[src/rtl/sgm_pkg.sv]
// Shared types and default constants for the SGM path scheduler and its raster tracker.
package sgm_pkg;

    typedef enum logic [1:0] {
        ST_WAIT_FRAME = 2'd0,
        ST_GAP        = 2'd1,
        ST_LINE       = 2'd2
    } raster_state_t;

    localparam int IMG_WIDTH_DEF      = 1280;
    localparam int HALF_IMG_WIDTH_DEF = 640;
    localparam int ROW_WIDTH_DEF      = 10;
    localparam int COL_WIDTH_DEF      = 11;
    localparam int P_BITS_DEF         = 8;
    localparam int P1_DEFAULT_DEF     = 15;
    localparam int P2_DEFAULT_DEF     = 100;

endpackage

[src/rtl/raster_tracker.sv]
// Frame/line FSM with row/column counters and a sticky over-length line flag.
// Exposes next-state values so the top can register strobes in the same cycle as row/col.
module raster_tracker
    import sgm_pkg::*;
#(
    parameter int IMG_WIDTH = IMG_WIDTH_DEF,
    parameter int ROW_WIDTH = ROW_WIDTH_DEF,
    parameter int COL_WIDTH = COL_WIDTH_DEF
) (
    input  logic                 clk,
    input  logic                 rst,
    input  logic                 de_in,
    input  logic                 v_sync_in,
    output logic                 vs_rise,
    output logic                 de_next,
    output logic [ROW_WIDTH-1:0] row_next,
    output logic [COL_WIDTH-1:0] col_next,
    output logic [ROW_WIDTH-1:0] row,
    output logic [COL_WIDTH-1:0] col,
    output logic                 line_err
);

    localparam logic [COL_WIDTH-1:0] COL_LAST = COL_WIDTH'(IMG_WIDTH - 1);

    raster_state_t        state_reg, state_next;
    logic                 vs_prev_reg;
    logic [ROW_WIDTH-1:0] row_reg;
    logic [COL_WIDTH-1:0] col_reg;
    logic                 line_err_reg, line_err_next;

    assign vs_rise = v_sync_in && !vs_prev_reg;

    always_comb begin
        state_next    = state_reg;
        row_next      = row_reg;
        col_next      = col_reg;
        line_err_next = line_err_reg;
        de_next       = 1'b0;
        if (vs_rise) begin
            // Frame start wins over whatever the line was doing.
            state_next    = ST_GAP;
            row_next      = '0;
            col_next      = '0;
            line_err_next = 1'b0;
        end else begin
            case (state_reg)
                ST_GAP: begin
                    if (de_in) begin
                        state_next = ST_LINE;
                        col_next   = '0;
                        de_next    = 1'b1;
                    end
                end
                ST_LINE: begin
                    if (de_in) begin
                        de_next = 1'b1;
                        if (col_reg == COL_LAST) begin
                            line_err_next = 1'b1;
                        end else begin
                            col_next = col_reg + 1'b1;
                        end
                    end else begin
                        state_next = ST_GAP;
                        col_next   = '0;
                        if (row_reg != '1) begin
                            row_next = row_reg + 1'b1;
                        end
                    end
                end
                default: begin
                end
            endcase
        end
    end

    always_ff @(posedge clk) begin
        if (rst) begin
            state_reg    <= ST_WAIT_FRAME;
            vs_prev_reg  <= 1'b0;
            row_reg      <= '0;
            col_reg      <= '0;
            line_err_reg <= 1'b0;
        end else begin
            state_reg    <= state_next;
            vs_prev_reg  <= v_sync_in;
            row_reg      <= row_next;
            col_reg      <= col_next;
            line_err_reg <= line_err_next;
        end
    end

    assign row      = row_reg;
    assign col      = col_reg;
    assign line_err = line_err_reg;

endmodule

[src/rtl/sgm_path_scheduler.sv]
// Control strobes for the SGM path cost calculators plus frame-synchronous P1/P2 penalty registers.
module sgm_path_scheduler
    import sgm_pkg::*;
#(
    parameter int IMG_WIDTH      = IMG_WIDTH_DEF,
    parameter int HALF_IMG_WIDTH = HALF_IMG_WIDTH_DEF,
    parameter int ROW_WIDTH      = ROW_WIDTH_DEF,
    parameter int COL_WIDTH      = COL_WIDTH_DEF,
    parameter int P_BITS         = P_BITS_DEF,
    parameter int P1_DEFAULT     = P1_DEFAULT_DEF,
    parameter int P2_DEFAULT     = P2_DEFAULT_DEF
) (
    input  logic                 clk,
    input  logic                 rst,
    input  logic                 de_in,
    input  logic                 h_sync_in,
    input  logic                 v_sync_in,
    input  logic                 cfg_valid,
    output logic                 cfg_ready,
    input  logic [P_BITS-1:0]    cfg_p1,
    input  logic [P_BITS-1:0]    cfg_p2,
    output logic [P_BITS-1:0]    p1,
    output logic [P_BITS-1:0]    p2,
    output logic [ROW_WIDTH-1:0] row,
    output logic [COL_WIDTH-1:0] col,
    output logic                 de_half,
    output logic                 de_half_ext,
    output logic                 beg_horizontal,
    output logic                 beg_top,
    output logic                 beg_diag_l2r,
    output logic                 beg_diag_r2l,
    output logic                 cfg_pending,
    output logic                 line_err
);

    localparam logic [COL_WIDTH-1:0] COL_HALF = COL_WIDTH'(HALF_IMG_WIDTH);
    localparam logic [COL_WIDTH-1:0] COL_LAST = COL_WIDTH'(IMG_WIDTH - 1);

    logic                 vs_rise;
    logic                 de_next;
    logic [ROW_WIDTH-1:0] row_next;
    logic [COL_WIDTH-1:0] col_next;

    // Horizontal sync carries no information the scheduler needs.
    logic unused_h_sync;
    assign unused_h_sync = h_sync_in;

    raster_tracker #(
        .IMG_WIDTH (IMG_WIDTH),
        .ROW_WIDTH (ROW_WIDTH),
        .COL_WIDTH (COL_WIDTH)
    ) u_raster_tracker (
        .clk       (clk),
        .rst       (rst),
        .de_in     (de_in),
        .v_sync_in (v_sync_in),
        .vs_rise   (vs_rise),
        .de_next   (de_next),
        .row_next  (row_next),
        .col_next  (col_next),
        .row       (row),
        .col       (col),
        .line_err  (line_err)
    );

    // Strobes are decoded from the tracker's next values so they line up with row/col.
    logic de_half_next, beg_h_next, beg_top_next, beg_r2l_next;

    assign de_half_next = de_next && (col_next >= COL_HALF);
    assign beg_h_next   = de_next && (col_next == COL_HALF);
    assign beg_top_next = de_half_next && (row_next == '0);
    assign beg_r2l_next = de_half_next && ((col_next == COL_LAST) || (row_next == '0));

    logic de_half_reg, de_half_ext_reg, beg_h_reg, beg_top_reg, beg_l2r_reg, beg_r2l_reg;

    always_ff @(posedge clk) begin
        if (rst) begin
            de_half_reg     <= 1'b0;
            de_half_ext_reg <= 1'b0;
            beg_h_reg       <= 1'b0;
            beg_top_reg     <= 1'b0;
            beg_l2r_reg     <= 1'b0;
            beg_r2l_reg     <= 1'b0;
        end else begin
            de_half_reg     <= de_half_next;
            de_half_ext_reg <= de_half_next || de_half_reg;
            beg_h_reg       <= beg_h_next;
            beg_top_reg     <= beg_top_next;
            beg_l2r_reg     <= beg_h_next || beg_top_next;
            beg_r2l_reg     <= beg_r2l_next;
        end
    end

    assign de_half        = de_half_reg;
    assign de_half_ext    = de_half_ext_reg;
    assign beg_horizontal = beg_h_reg;
    assign beg_top        = beg_top_reg;
    assign beg_diag_l2r   = beg_l2r_reg;
    assign beg_diag_r2l   = beg_r2l_reg;

    // Penalty shadow: one write may wait for the next frame start; p2 never drops below p1.
    logic [P_BITS-1:0] p1_reg, p2_reg, shadow_p1_reg, shadow_p2_reg;
    logic [P_BITS-1:0] cfg_p2_clamped;
    logic              pending_reg, ready_reg;
    logic              capture;

    assign capture        = cfg_valid && !pending_reg;
    assign cfg_p2_clamped = (cfg_p2 < cfg_p1) ? cfg_p1 : cfg_p2;

    always_ff @(posedge clk) begin
        if (rst) begin
            p1_reg        <= P_BITS'(P1_DEFAULT);
            p2_reg        <= P_BITS'(P2_DEFAULT);
            shadow_p1_reg <= P_BITS'(P1_DEFAULT);
            shadow_p2_reg <= P_BITS'(P2_DEFAULT);
            pending_reg   <= 1'b0;
            ready_reg     <= 1'b1;
        end else if (vs_rise) begin
            if (capture) begin
                p1_reg <= cfg_p1;
                p2_reg <= cfg_p2_clamped;
            end else if (pending_reg) begin
                p1_reg <= shadow_p1_reg;
                p2_reg <= shadow_p2_reg;
            end
            pending_reg <= 1'b0;
            ready_reg   <= 1'b1;
        end else if (capture) begin
            shadow_p1_reg <= cfg_p1;
            shadow_p2_reg <= cfg_p2_clamped;
            pending_reg   <= 1'b1;
            ready_reg     <= 1'b0;
        end
    end

    assign p1          = p1_reg;
    assign p2          = p2_reg;
    assign cfg_pending = pending_reg;
    assign cfg_ready   = ready_reg;

endmodule

[config.mk]
export PLATFORM = sky130hd
export DESIGN_NAME = sgm_path_scheduler
export DESIGN_NICKNAME = d
export VERILOG_FILES = /design/src/rtl/sgm_pkg.sv /design/src/rtl/raster_tracker.sv /design/src/rtl/sgm_path_scheduler.sv
export SDC_FILE = /design/constraint.sdc
export NUM_CORES = 1
export LEC_CHECK = 0
export CORE_MARGIN = 1.5
export CORE_UTILIZATION = 51
export DETAILED_ROUTE_END_ITERATION = 10
export PLACE_DENSITY = 0.92
export SETUP_SLACK_MARGIN = 0.5
export SKIP_CTS_REPAIR_TIMING = 1
export SYNTH_ARGS = -nofsm -noshare
export SYNTH_HDL_FRONTEND = slang
export SYNTH_SLANG_ARGS = --single-unit
export TNS_END_PERCENT = 50
[constraint.sdc]
create_clock -name clk -period 3.58 [get_ports clk]
set_clock_uncertainty 0.05 [all_clocks]
set_input_delay 0.716 -clock clk [delete_from_list [all_inputs] [get_ports clk]]
set_output_delay 0.716 -clock clk [all_outputs]
set_load 0.01 [all_outputs]
==> flow_metrics.env <==
export IMPL_status="finished clean"
export IMPL_grt_pass1_wl_um=14900
export IMPL_place_area_um2=4081
export IMPL_grt_use_met2_pct=46.41
export IMPL_final_cell_area_um2=4334
export IMPL_cts_sinks=65
export IMPL_syn2layout_area_growth_pct=30.77
export IMPL_worst_path_stages=9
export IMPL_cp_start_kind="primary input"
export IMPL_p_total_uw=1674
export IMPL_synth_top_family_by_area="simple AND/OR/NAND/NOR gates"
export IMPL_cts_clk_slew_worst_paths_ns=0.07
export IMPL_port_buffers=66
export IMPL_crit_fanout=8
export IMPL_worst_path_buf_inv=2
export IMPL_worstSetupEndpointType="flop"
export IMPL_crit_required_ns=3.78
export IMPL_power_density_nw_per_um2=386.2
export IMPL_wl_um=9158
export IMPL_grt_ovfl_total=0
export IMPL_antenna_found_initial=0
export IMPL_syn_area_per_cell_um2=8.307
export IMPL_synth_xor_area_share_pct=1.321
export IMPL_synthSimpleGateAreaFrac_pct=27.22
export IMPL_track_usage_pct=26.21
export IMPL_synth_edf_count=0
export IMPL_yosys_top_cells_area="dfxtp_1, nor2_1, nand2_1"
export IMPL_timing_final_crit_share_pct=83.65
export IMPL_synth_fa_ha_area_share_pct=4.153
export IMPL_die_area_um2=6991
export IMPL_dr_first_iter_drc_count=274
export IMPL_drt_pass1_iterations=6
export IMPL_gp_congestion=0.9478
export IMPL_dp_cells=533
export IMPL_cts_buffer_depth=2
export IMPL_fmax_ghz=0.3339
export IMPL_synth_distinct_cells=60
export IMPL_initial_utilization_pct=52.50
export IMPL_yosysSeqAreaShare_pct=39.26
export IMPL_max_stage_delay_ns=0.66
export IMPL_fin_cells=551
export IMPL_drc=0
export IMPL_cts_tree="done"
export IMPL_wl_per_cell_um=16.62
export IMPL_cap_violations=0
export IMPL_finalSetupViolCount=0
export IMPL_dp_hpwl_um=6436
export IMPL_vias=3393
export IMPL_leakage_uw=0.001645
export IMPL_grt_use_met3_pct=5.836
export IMPL_power_internal_uw=1244
export IMPL_slew_headroom_pct=56.63
export IMPL_tns_ns=0
export IMPL_clock_root_buffer="clkbuf_8"
export IMPL_slew_violations=0
export IMPL_grt_busiest_layer="met2"
export IMPL_syn_area_um2=3314
export IMPL_synth_compound_area_share_pct=20.99
export IMPL_crit_slowest_cell="a2111oi_1"
export IMPL_num_rows=29
export IMPL_cp_data_arrival_time_ns=3.20
export IMPL_h_tree_depth=3
export IMPL_synth_nets=432
export IMPL_layout_nets=502
export IMPL_timing_rr_start="u_raster_tracker.state_reg[0]"
export IMPL_synth_area_leader_cell="dfxtp_1"
export IMPL_path_cells="clkdlybuf4s50_1 > inv_1 > ha_1 > a2111oi_1 > nand2_1 > o21ai_0 > a21oi_2 > mux2i_1 > a211oi_1"
export IMPL_viasPerCell=6.158
export IMPL_hold_violations=0
export IMPL_grt_pass1_vias=3151
export IMPL_met1_usage_pct=31.28
export IMPL_setup_worst_path_end="p2[0]"
export IMPL_antenna_cells=0
export IMPL_p_switching_uw=429.6
export IMPL_placeableCoreArea_um2=6314
export IMPL_synthFlopType="dfxtp_1"
export IMPL_synth_mux_area_share_pct=2.718
export IMPL_rsz0062_at_grt="yes"
export IMPL_r2r_cells=10
export IMPL_tightestPinTransition_ns=0.6489
export IMPL_pwr_share_clk_pct=39.5
export IMPL_switching_share_pct=25.67
export IMPL_die_x_um=83.62
export IMPL_worstSkewPairLatency_ns=0.34
export IMPL_ir_drop_mv=0.2703
export IMPL_yosysWarnings=0
export IMPL_grt_max_degree=42
export IMPL_synthArstFlopShare_pct=0
export IMPL_syn_inst=399
export IMPL_hold_class="flop to flop"
export IMPL_cp_startpoint="cfg_p1[5]"
export IMPL_synth_top_area_share_pct=39.26
export IMPL_power_frac_seq_pct=46.3
export IMPL_period_needed_ns=2.995
export IMPL_io_pins=68
export IMPL_combPwrFrac_pct=14.1
export IMPL_rrSetupSlack_ns=0.62
export IMPL_reg2reg_to="beg_diag_l2r"
export IMPL_postRouteAntennaNets=0
export IMPL_die_h_um=83.62
export IMPL_largest_reg_flops=11
export IMPL_cp_top_family="compound AO/OA/AOI/OAI gates"
export IMPL_ys_ff_latch=65
export IMPL_layout_drive_gt1_share_pct=8.650
export IMPL_critPathKind="primary input to flop"
export IMPL_final_util_pct=68.65
export IMPL_cts_made_buffers=9
power by group through the flow:
| stage | combinational [µW] | clock, µW | sequential, µW |
|---|---|---|---|
| floorplan | 128 | 0 | 792 |
| global placement | 221 | 0 | 789 |
| detailed placement | 230 | 0 | 791 |
| CTS | 232 | 665 | 775 |
| global route | 256 | 699 | 779 |
| finish | 237 | 661 | 776 |
how the worst min path moves through the flow:
stage | from | to | cells after the start
2_1_floorplan | shadow_p1_reg[1] | shadow_p1_reg[1] | 1
3_3_place_gp | u_raster_tracker.line_err | u_raster_tracker.line_err | 2
3_5_place_dp | u_raster_tracker.line_err | u_raster_tracker.line_err | 2
4_1_cts | u_raster_tracker.line_err | u_raster_tracker.line_err | 2
5_1_grt | shadow_p1_reg[7] | shadow_p1_reg[7] | 2
6_report | u_raster_tracker.line_err | u_raster_tracker.line_err | 2
Yosys cell counts (2+ instances only):
master / count
and3_1: 2
nand3b_1: 8
a21o_1: 4
nor2b_1: 8
nand2b_1: 8
and3b_1: 2
nor4_1: 6
o31ai_1: 2
mux2i_1: 9
nand4_1: 6
xnor2_1: 4
nand3_1: 12
o2111ai_1: 2
o211a_1: 2
nand2_1: 42
ha_1: 11
o21ai_0: 17
clkbuf_2: 2
a211oi_1: 14
nor3b_1: 2
clkbuf_1: 18
a21oi_1: 25
or4_1: 2
nor2_1: 45
buf_2: 2
inv_1: 15
dfxtp_1: 65
a211o_1: 7
a31oi_1: 6
o211ai_1: 6
or3_1: 3
nor3_1: 10
a311oi_1: 4
o21a_1: 2
cell usage in the layout (no fill, tap or decap), drive strengths merged, types with 4 or more instances in the layout:
cell type,netlist,final
a21oi,25,25
a311oi,4,4
o21ai,17,17
mux2i,9,9
nor4,7,7
clkdlybuf4s50,0,65
nand3b,8,8
nor2,45,45
dfxtp,65,65
buf,2,15
ha,11,11
xnor2,4,4
nand4,6,6
nand2,42,42
nand3,13,13
a211o,7,7
a211oi,15,15
a21o,4,4
o211ai,6,6
a31oi,6,6
clkbuf,20,14
inv,15,15
nand2b,8,8
nor3,10,10
nor2b,8,8
layout make-up:
type / instances / area [µm²]
Inverter: 15 / 56.30
Clock inverter: 2 / 35.03
Clock buffer: 14 / 172.7
Multi-Input combinational cell: 297 / 1897
Tap cell: 77 / 96.34
Sequential cell: 65 / 1301
Fill cell: 471 / 1979
Timing Repair Buffer: 81 / 775.7
cells by family (layout without fill, tap and decap cells):
logic type,count (synthesis),in the layout
xor+xnor,5,5
compound gates,102,102
simple gates,170,170
fa+ha+maj,11,11
flops,65,65
mux,9,9
buf+inv,37,112
per-layer routing:
layer	wire length, µm	vias to the layer above
li1	-	1590
met1	3648	1592
met2	4669	179
met3	619	32
met4	221	0
met5	0	-
metrics by stage:
step / setup WS, ns / hold slack [ns]
final: 0.5854 / 0.4093
after global routing: 0.4592 / 0.4359
after CTS: 0.5076 / 0.4090
after detailed placement: 0.1555 / 0.3979
after global placement: 0.1874 / 0.3836
after floorplan: 0.9054 / 0.3862
worst reg2reg max path, cell delays in order, from the launching register on:
cell and delay (ns):
dfxtp_1 0.38, inv_1 0.07, ha_1 0.37, nand3b_1 0.19
buf_4 0.18, nor4_4 0.37, a2111o_1 0.22, nand4_1 0.11
or4b_4 0.58, nor4b_4 0.23, nand2b_1 0.14
(Power assumes the default switching activity.)
